### src/rtl/imm_ext_pkg.sv
// Shared types and default widths for the immediate extender pipeline.
package imm_ext_pkg;

    localparam int IMM_W  = 16;
    localparam int WORD_W = 32;

    typedef enum logic [1:0] {
        SIGN   = 2'd0,
        ZERO   = 2'd1,
        UPPER  = 2'd2,
        BRANCH = 2'd3
    } ext_mode_t;

    typedef enum logic [1:0] {
        EMPTY = 2'd0,
        ONE   = 2'd1,
        TWO   = 2'd2
    } skid_state_t;

endpackage

### src/rtl/imm_ext_core.sv
// Combinational immediate extender: widens an IN_W immediate to OUT_W bits
// as sign, zero, upper (LUI) or branch offset (sign-extended, times four).
module imm_ext_core
    import imm_ext_pkg::*;
#(
    parameter int IN_W  = IMM_W,
    parameter int OUT_W = WORD_W
) (
    input  logic [IN_W-1:0]  data,
    input  logic [1:0]       mode,
    output logic [OUT_W-1:0] result
);

    localparam int EXT_W = OUT_W - IN_W;

    logic [OUT_W-1:0] sign_ext;

    assign sign_ext = {{EXT_W{data[IN_W-1]}}, data};

    always_comb begin
        result = sign_ext;
        case (mode)
            SIGN:    result = sign_ext;
            ZERO:    result = {{EXT_W{1'b0}}, data};
            UPPER:   result = {data, {EXT_W{1'b0}}};
            BRANCH:  result = {sign_ext[OUT_W-3:0], 2'b00};
            default: result = sign_ext;
        endcase
    end

endmodule

### src/rtl/imm_extend_pipe.sv
// Pipelined immediate extender with a two-entry skid buffer between decode
// and the ID/EX boundary; in_ready_o is decoded purely from the state register.
//
// state | meaning
// EMPTY | no result held, out_valid_o low
// ONE   | result in main, skid free
// TWO   | main and skid both hold results, input stalled
module imm_extend_pipe
    import imm_ext_pkg::*;
#(
    parameter int IN_W  = IMM_W,
    parameter int OUT_W = WORD_W
) (
    input  logic             clk_i,
    input  logic             rst_i,
    input  logic             in_valid_i,
    output logic             in_ready_o,
    input  logic [IN_W-1:0]  data_i,
    input  logic [1:0]       mode_i,
    output logic             out_valid_o,
    input  logic             out_ready_i,
    output logic [OUT_W-1:0] data_o
);

    skid_state_t      state_q, state_d;
    logic [OUT_W-1:0] main_q, skid_q;
    logic [OUT_W-1:0] ext_result;
    logic             in_xfer, out_xfer;
    logic             load_main_new, load_main_skid, load_skid_new;

    imm_ext_core #(
        .IN_W  (IN_W),
        .OUT_W (OUT_W)
    ) u_core (
        .data   (data_i),
        .mode   (mode_i),
        .result (ext_result)
    );

    assign in_ready_o  = (state_q != TWO);
    assign out_valid_o = (state_q != EMPTY);
    assign data_o      = main_q;

    assign in_xfer  = in_valid_i  && in_ready_o;
    assign out_xfer = out_valid_o && out_ready_i;

    always_comb begin
        state_d        = state_q;
        load_main_new  = 1'b0;
        load_main_skid = 1'b0;
        load_skid_new  = 1'b0;
        case (state_q)
            EMPTY: begin
                if (in_xfer) begin
                    load_main_new = 1'b1;
                    state_d       = ONE;
                end
            end
            ONE: begin
                if (in_xfer && !out_xfer) begin
                    load_skid_new = 1'b1;
                    state_d       = TWO;
                end else if (in_xfer && out_xfer) begin
                    load_main_new = 1'b1;
                end else if (out_xfer) begin
                    state_d = EMPTY;
                end
            end
            TWO: begin
                // Skid always holds the younger result, so it moves up on drain.
                if (out_xfer) begin
                    load_main_skid = 1'b1;
                    state_d        = ONE;
                end
            end
            default: state_d = EMPTY;
        endcase
    end

    always_ff @(posedge clk_i) begin
        if (rst_i) begin
            state_q <= EMPTY;
            main_q  <= '0;
            skid_q  <= '0;
        end else begin
            state_q <= state_d;
            if (load_main_new) begin
                main_q <= ext_result;
            end else if (load_main_skid) begin
                main_q <= skid_q;
            end
            if (load_skid_new) begin
                skid_q <= ext_result;
            end
        end
    end

endmodule

### config.mk
export PLATFORM = sky130hd
export DESIGN_NAME = imm_extend_pipe
export DESIGN_NICKNAME = d
export VERILOG_FILES = /design/src/rtl/imm_ext_pkg.sv /design/src/rtl/imm_ext_core.sv /design/src/rtl/imm_extend_pipe.sv
export SDC_FILE = /design/constraint.sdc
export NUM_CORES = 1
export LEC_CHECK = 0
export ABC_AREA = 1
export CORE_UTILIZATION = 35
export CTS_CLUSTER_DIAMETER = 150
export CTS_CLUSTER_SIZE = 8
export DETAILED_ROUTE_END_ITERATION = 8
export MAX_ROUTING_LAYER = met4
export PLACE_DENSITY_LB_ADDON = 0.25
export SKIP_LAST_GASP = 1
export SYNTH_ARGS = -nofsm -noshare
export SYNTH_HDL_FRONTEND = slang
export SYNTH_SLANG_ARGS = --single-unit
### constraint.sdc
create_clock -name clk_i -period 1.42 [get_ports clk_i]
set_input_delay 0.213 -clock clk_i [delete_from_list [all_inputs] [get_ports clk_i]]
set_output_delay 0.213 -clock clk_i [all_outputs]
set_load 0.05 [all_outputs]
==> results of run 1 <==
-- flip-flops by register name, summed over array words and instances (netlist names) --
name and flops:
skid_q 32, state_q 2, data_o 32
-- final timing paths --
kind | endpoint | cells after the start | slack [ns]
max | data_o[1]$_SDFFE_PP0P_ | 7 | 0.05
min | skid_q[31]$_SDFFE_PP0P_ | 2 | 0.47
max reg2reg | data_o[1]$_SDFFE_PP0P_ | 7 | 0.07
min reg2reg | skid_q[31]$_SDFFE_PP0P_ | 2 | 0.47
-- per-layer routing --
layer | share of wire [%] | wire length [um] | track usage [%] | vias to the layer above
met5 | 0 | 0 | - | -
met4 | 1.2 | 108 | 7.118 | 0
met3 | 4.8 | 441 | 3.179 | 13
met2 | 48 | 4414 | 32.02 | 109
met1 | 46 | 4154 | 26.52 | 1553
li1 | - | - | - | 1635
-- layout make-up --
class                      count  share of cell area (%)
tap                          108                   2.993
multi-input combinational    348                   34.30
clock inverter                 7                   2.605
sequential                    66                   29.26
clock buffer                   9                   2.743
inverter                      21                   1.829
timing repair buffer          81                   26.27
-- critical path, delay by kind of cell --
kind	cells	cell delay [ns]
buffers and inverters	2	0.85
and+or+nand+nor	3	0.33
AOI/OAI and AO/OA	2	0.19
-- power breakdown --
part	total (mW)	internal, mW	switching (mW)	leakage (nW)
combinational	1.26	0.563	0.697	1.33
sequential	2.07	1.96	0.104	0.541
clock	1.91	1.17	0.747	0.123
-- timing repair --
action | in CTS | in global routing
setup endpoints to repair | 0 | 10
endpoints found under the hold margin | 0 | 0
resized for setup | 0 | 3
buffers inserted | 0 | 0
-- cell families after synthesis --
group | Yosys count
simple gates | 245
compound gates | 103
flops | 66
buf+inv | 55
-- through the flow --
stage               cell area [um2]  total power, mW  hold slack [ns]  setup WS (ns)
CTS                            4508            5.277           0.4665        0.07100
global route                   4516            5.465           0.4836      -0.007426
floorplan                      3154            2.765           0.3709         0.2984
finish                         4516            5.241           0.4650        0.05404
global placement               4267            3.352           0.4451        -0.2442
detailed placement             4267            3.363           0.4549        -0.2871
-- cells in the final DEF (no fill, tap or decap) --
| master | n |
|---|---|
| dfxtp_1 | 66 |
| nand2_2 | 3 |
| nand4_1 | 4 |
| clkbuf_8 | 9 |
| clkinv_4 | 2 |
| inv_4 | 1 |
| nand2_1 | 128 |
| buf_4 | 18 |
| nand3_2 | 1 |
| o21ai_0 | 23 |
| nor2_1 | 69 |
| nand3_1 | 35 |
| inv_2 | 6 |
| a21boi_0 | 1 |
| inv_1 | 13 |
| a21oi_4 | 1 |
| clkinv_2 | 3 |
| nor2_2 | 1 |
| nor2_4 | 2 |
| a21oi_1 | 38 |
| clkdlybuf4s50_1 | 21 |
| buf_12 | 42 |
| nand2_4 | 2 |
| bufinv_16 | 3 |
| o21ai_1 | 40 |
==> flow_summary.json, run 1 <==
{
  "slew_headroom_pct": 77.12,
  "yosys.area_share.adder_pct": 0,
  "coreArea_um2": 8721,
  "grt_max_degree": 57,
  "cp_slowest_cell": "clkdlybuf4s50_1",
  "worst_pin_slew_ns": 0.3395,
  "syn_nets": 491,
  "antennaDiodeCount": 0,
  "drv_slew": 0,
  "synth_area_leaders": "dfxtp_1, nand2_1, nor2_1",
  "vias": 3310,
  "synth_area_per_cell_um2": 6.726,
  "htreeDepth": 3,
  "synth.distinct_cells": 23,
  "hpwlAfterDp_um": 6231,
  "antenna_found_initial": 0,
  "synth-xor-area-share_pct": 0,
  "initial_core_util_pct": 36.17,
  "ios": 56,
  "endpoint_kind": "register",
  "register_area_um2": 1321,
  "fillCellCount": 828,
  "rsz0062_at_grt": "yes",
  "numCtsBuffers": 9,
  "max_freq_mhz": 732.1,
  "power_density_nw_per_um2": 1161,
  "die_w_um": 96.93,
  "die_h_um": 96.93,
  "crit_start": "out_ready_i",
  "synth-compound-area-share_pct": 16.78,
  "rr_startpoint": "state_q[0]$_SDFFE_PP0P_",
  "grtUsageTotal_pct": 20.34,
  "required_ns": 1.65,
  "grt_pass1_vias": 3051,
  "synthSimpleGateAreaFrac_pct": 32.17,
  "fin_crit_ns": 1.366,
  "io_buffer_count": 55,
  "vdd_ir_drop_max_mv": 0.5770,
  "grt_first_pass_wirelength_um": 14910,
  "yosysMostFrequentCell": "nand2_1",
  "drive_above_1_share_pct": 17.67,
  "syn_to_final_growth_pct": 43.16,
  "hold_violations": 0,
  "synth_edf_count": 0,
  "syn_inst": 469,
  "clk_latency_ns": 0.34,
  "worstHoldPathType": "reg2reg",
  "gp_congestion": 0.8489,
  "synth_top_cells_by_count": "nand2_1, nor2_1, dfxtp_1",
  "first_iter_violations": 194,
  "wirelength_um": 9118,
  "ys_warn_count": 0,
  "cts.reportedPaths.clkPinSlew_ns": 0.07,
  "synth_seq_area_share_pct": 41.89,
  "synth_top_area_share_pct": 41.89,
  "via_per_inst": 5.172,
  "clock-sinks": 66,
  "antenna_left": 0,
  "root_buffer": "clkbuf_8",
  "first_pass_iters": 4,
  "multi_input_area_um2": 1549,
  "synthMuxAreaShare_pct": 0,
  "worstPathCellList": "clkdlybuf4s50_1 -> nor2_2 -> nor2_1 -> buf_4 -> nand2_1 -> o21ai_1 -> a21oi_1",
  "ys.flop_type": "dfxtp_1",
  "hp-start": "skid_q[31]$_SDFFE_PP0P_",
  "cts_tree": "yes",
  "synth_top_family_by_area": "simple AND/OR/NAND/NOR gates",
  "placed_cells": 624,
  "tns_ns": 0,
  "p_leak_nw": 1.996,
  "crit_type": "in2reg",
  "setup_viol_count_final": 0,
  "finClkSkew_ns": 0.006781,
  "nets": 549,
  "synth_largest_area_cell": "dfxtp_1",
  "rows": 34,
  "outcome": "complete, no violations",
  "clk_path_buf_depth": 2,
  "final_core_util_pct": 51.78,
  "grt_overflow_total": 0,
  "critPathMaxFanout": 15,
  "maxCapViolCount": 0,
  "wl_per_cell_um": 14.25,
  "start_kind": "input port",
  "max_stage_delay_ns": 0.60,
  "finalNonFillerCells": 640,
  "ys_async_sr_fraction_pct": 0,
  "holdBufCountCts": 0,
  "arrival_ns": 1.59,
  "finalCritPeriodShare_pct": 96.19,
  "syn-cell-area_um2": 3154,
  "ys_ff_latch": 66,
  "dieArea_um2": 9395,
  "drc": 0
}
Power figures use the tool's default switching activity.
==> run 2: changes to the inputs <==
- SLEW_MARGIN: not set -> 10
==> results of run 2 <==
Final layout, timing and power as in run 1 (identical DEF).
==> variant: new RTL, settings of run 1 <==
The package constant `IMM_W` goes from 16 to 14.
--- a/src/rtl/imm_ext_pkg.sv
+++ b/src/rtl/imm_ext_pkg.sv
@@ -1,7 +1,7 @@
 // Shared types and default widths for the immediate extender pipeline.
 package imm_ext_pkg;
 
-    localparam int IMM_W  = 16;
+    localparam int IMM_W  = 14;
     localparam int WORD_W = 32;
 
     typedef enum logic [1:0] {
Interface: changed (resized data_i); port bits go from 56 to 54. The function was not compared with the original's and may differ.
==> variant against run 1 <==
  * Sequential share of layout area is 0.57 points lower
  * Total power down 7.6%
  * Final cell count shrank 4.7%
  * Sequential power decreased by 6%
  * Routed wire length fell by 9.5%
  * Highest routed layer unchanged
  * Sequential cell count shrank 4
  * Worst setup slack gained 0.0057 ns
  * Synthesized area fell by 8.1%
  * Clock skew is 0.00087 ns lower
  * Combinational power down 8%
  * Clock power fell by 8%
  * Die area is 8.0% lower
  * Final area shrank 4.1%
==> variant: results (changes against run 1) <==
| Metric | Value |
|---|---|
| Largest net degree at the start of global routing | `44 (-23%)` |
| Hold-fix buffers, CTS | `0 (unchanged)` |
| Global-route wire length before repair | `13300 microns (-11%)` |
| Most area-consuming cells after synthesis | `dfxtp_1 43%, nand2_1 16%, o21ai_0 8.1%` |
| Worst r2r dst | `skid_q[26]` |
| Drt initial violations | `208 (+7.2%)` |
| Inserted Diodes | `0 (unchanged)` |
| Clk_lat worst skew | `0.33 ns` |
| Post-synth ARST share | `0 (unchanged)` |
| Fin Clk Skew | `0.00591 ns (-0.000871 ns)` |
| Synth unique cells | `24 (+4.3%)` |
| Gr ovfl total | `0 (unchanged)` |
| Worst path arrival time | `1.15 ns (-0.44 ns)` |
| Layout cell share with drive strength beyond 1 | `0.191 (+0.0143)` |
| RePlAce Congestion | `0.832 (-2.0%)` |
| Antenna violations before repair | `0 (unchanged)` |
| CTS Buf Count | `9 (unchanged)` |
| H-tree Lvls | `3 (unchanged)` |
| Worst hold start | `skid_q[31]` |
| Max Cap Viol | `0 (unchanged)` |
| Crit Path Max Fanout | `7 (-8)` |
| Mean Syn Cell Area | `6.69 sq um (-0.49%)` |
| Clk slew on worst S/H paths | `0.06 ns` |
| Clock root buffer | `clkbuf_8` |
| Yosys warns | `0 (unchanged)` |
| R2R cell count | `7 (unchanged)` |
| Leak | `1.99 nW (-0.30%)` |
| GR peak layer | `met2` |
| Worst-Margin Slew | `0.334 ns (-0.00517 ns)` |
| Met3 global-route usage | `0.0528 (+0.0211)` |
| Number of global-route vias before repair | `2841 (-6.9%)` |
| Met2 Use GR | `0.308 (-0.0119)` |
| Hold depth | `2 (unchanged)` |
| Port bufs | `53 (-3.6%)` |
| Placed insts | `595 (-4.6%)` |
| Final Non-Filler Cells | `610 (-4.7%)` |
| Placed Area | `4100 sq um (-3.9%)` |
| CTS Buffer Depth | `2 (unchanged)` |
| Nets | `524 (-4.6%)` |
| Routed WL | `8250 microns (-9.5%)` |
| Synth cell count leaders | `122 x nand2_1, 62 x dfxtp_1, 51 x nor2_1` |
| Vias per inst | `5.07 (-1.9%)` |
| Met1 Use GR | `0.255 (-0.00981)` |
| Crit path capture | `out_valid_o` |
| Status | `complete, no violations` |
| Post-synth top flop | `dfxtp_1` |
| Post-synthesis sequential area ratio | `0.428 (+0.00944)` |
| Peak supply drop | `0.517 mV (-10%)` |
| CP startpoint | `state_q[1]` |
| Crit Reg-Reg Startpoint | `state_q[1]` |
| Dpl hpwl | `5790 microns (-7.0%)` |
| Sw power | `1.40 mW (-9.5%)` |
| Post-Syn Nets | `453 (-7.7%)` |
| Pre-antenna DRT Iters | `7 (+3)` |
| Hold Crit Class | `register to register` |
| R2R Setup Slk | `0.10 ns (+0.03 ns)` |
| Total GRT Usage | `0.200 (-0.00346)` |
variant: cell types whose count changed in the layout (fill, tap and decap cells not counted), sizes merged, moves of 4 or more:
cell    before  now
nor2        72   53
o21ai       63   49
buf         60   70
nand2      133  125
a21oi       39   45
clkinv       5    0
dfxtp       66   62
nand3       36   40
variant: worst max-delay path: stages (launching register included):
cell and delay [ns]:
dfxtp_2 0.37, buf_4 0.16, inv_1 0.06, nand2_1 0.10, buf_12 0.14
variant: power groups by stage:
stage	clock, mW	sequential (mW)	combinational (mW)
after CTS	1.79	1.94	1.16
after global routing	1.86	1.95	1.24
final	1.75	1.94	1.16
after detailed placement	0	1.98	1.16
after global placement	0	1.98	1.14
after floorplan	0	2.15	0.402
variant: cell type report:
type | instances | area, sq um
Clock buffer | 12 | 155
Clock inverter | 3 | 67.6
Fill cell | 727 | 3520
Inverter | 23 | 86.3
Multi-Input combinational cell | 319 | 1420
Sequential cell | 62 | 1240
Tap cell | 102 | 128
Timing Repair Buffer | 89 | 1230
variant: cells by family after synthesis:
kind of cell / share of synthesized area
AOI/OAI and AO/OA: 0.170
and+or+nand+nor: 0.318
buffers and inverters: 0.0833
DFF: 0.428
variant: repair_timing:
item                       in CTS  in global routing
setup endpoints to repair       0                 15
gates resized for setup         0                  2
buffers inserted                0                  0
variant: worst min path at each step:
stage | end | slack [ns]
detailed placement | skid_q[31] | 0.45
CTS | skid_q[31] | 0.46
global route | skid_q[31] | 0.48
global placement | skid_q[31] | 0.45
finish | skid_q[31] | 0.46
floorplan | data_o[1] | 0.28
variant: per-layer routing:
metal,vias to the layer above,part of all wire
li1,1549,-
met1,1420,0.45
met2,107,0.46
met3,19,0.065
met4,0,0.018
met5,-,0
variant: through the flow:
step | TNS (ns) | worst slack (ns) | utilization | hold slack (ns) | total power, mW
detailed placement | -11.02 | -0.272 | 0.522 | 0.451 | 3.13
CTS | 0 | 0.0233 | 0.551 | 0.460 | 4.88
finish | 0 | 0.0597 | 0.552 | 0.460 | 4.84
floorplan | 0 | 0.179 | - | 0.282 | 2.55
global placement | -8.83 | -0.210 | 0.522 | 0.446 | 3.12
global route | -0.0372 | -0.0151 | 0.552 | 0.482 | 5.05
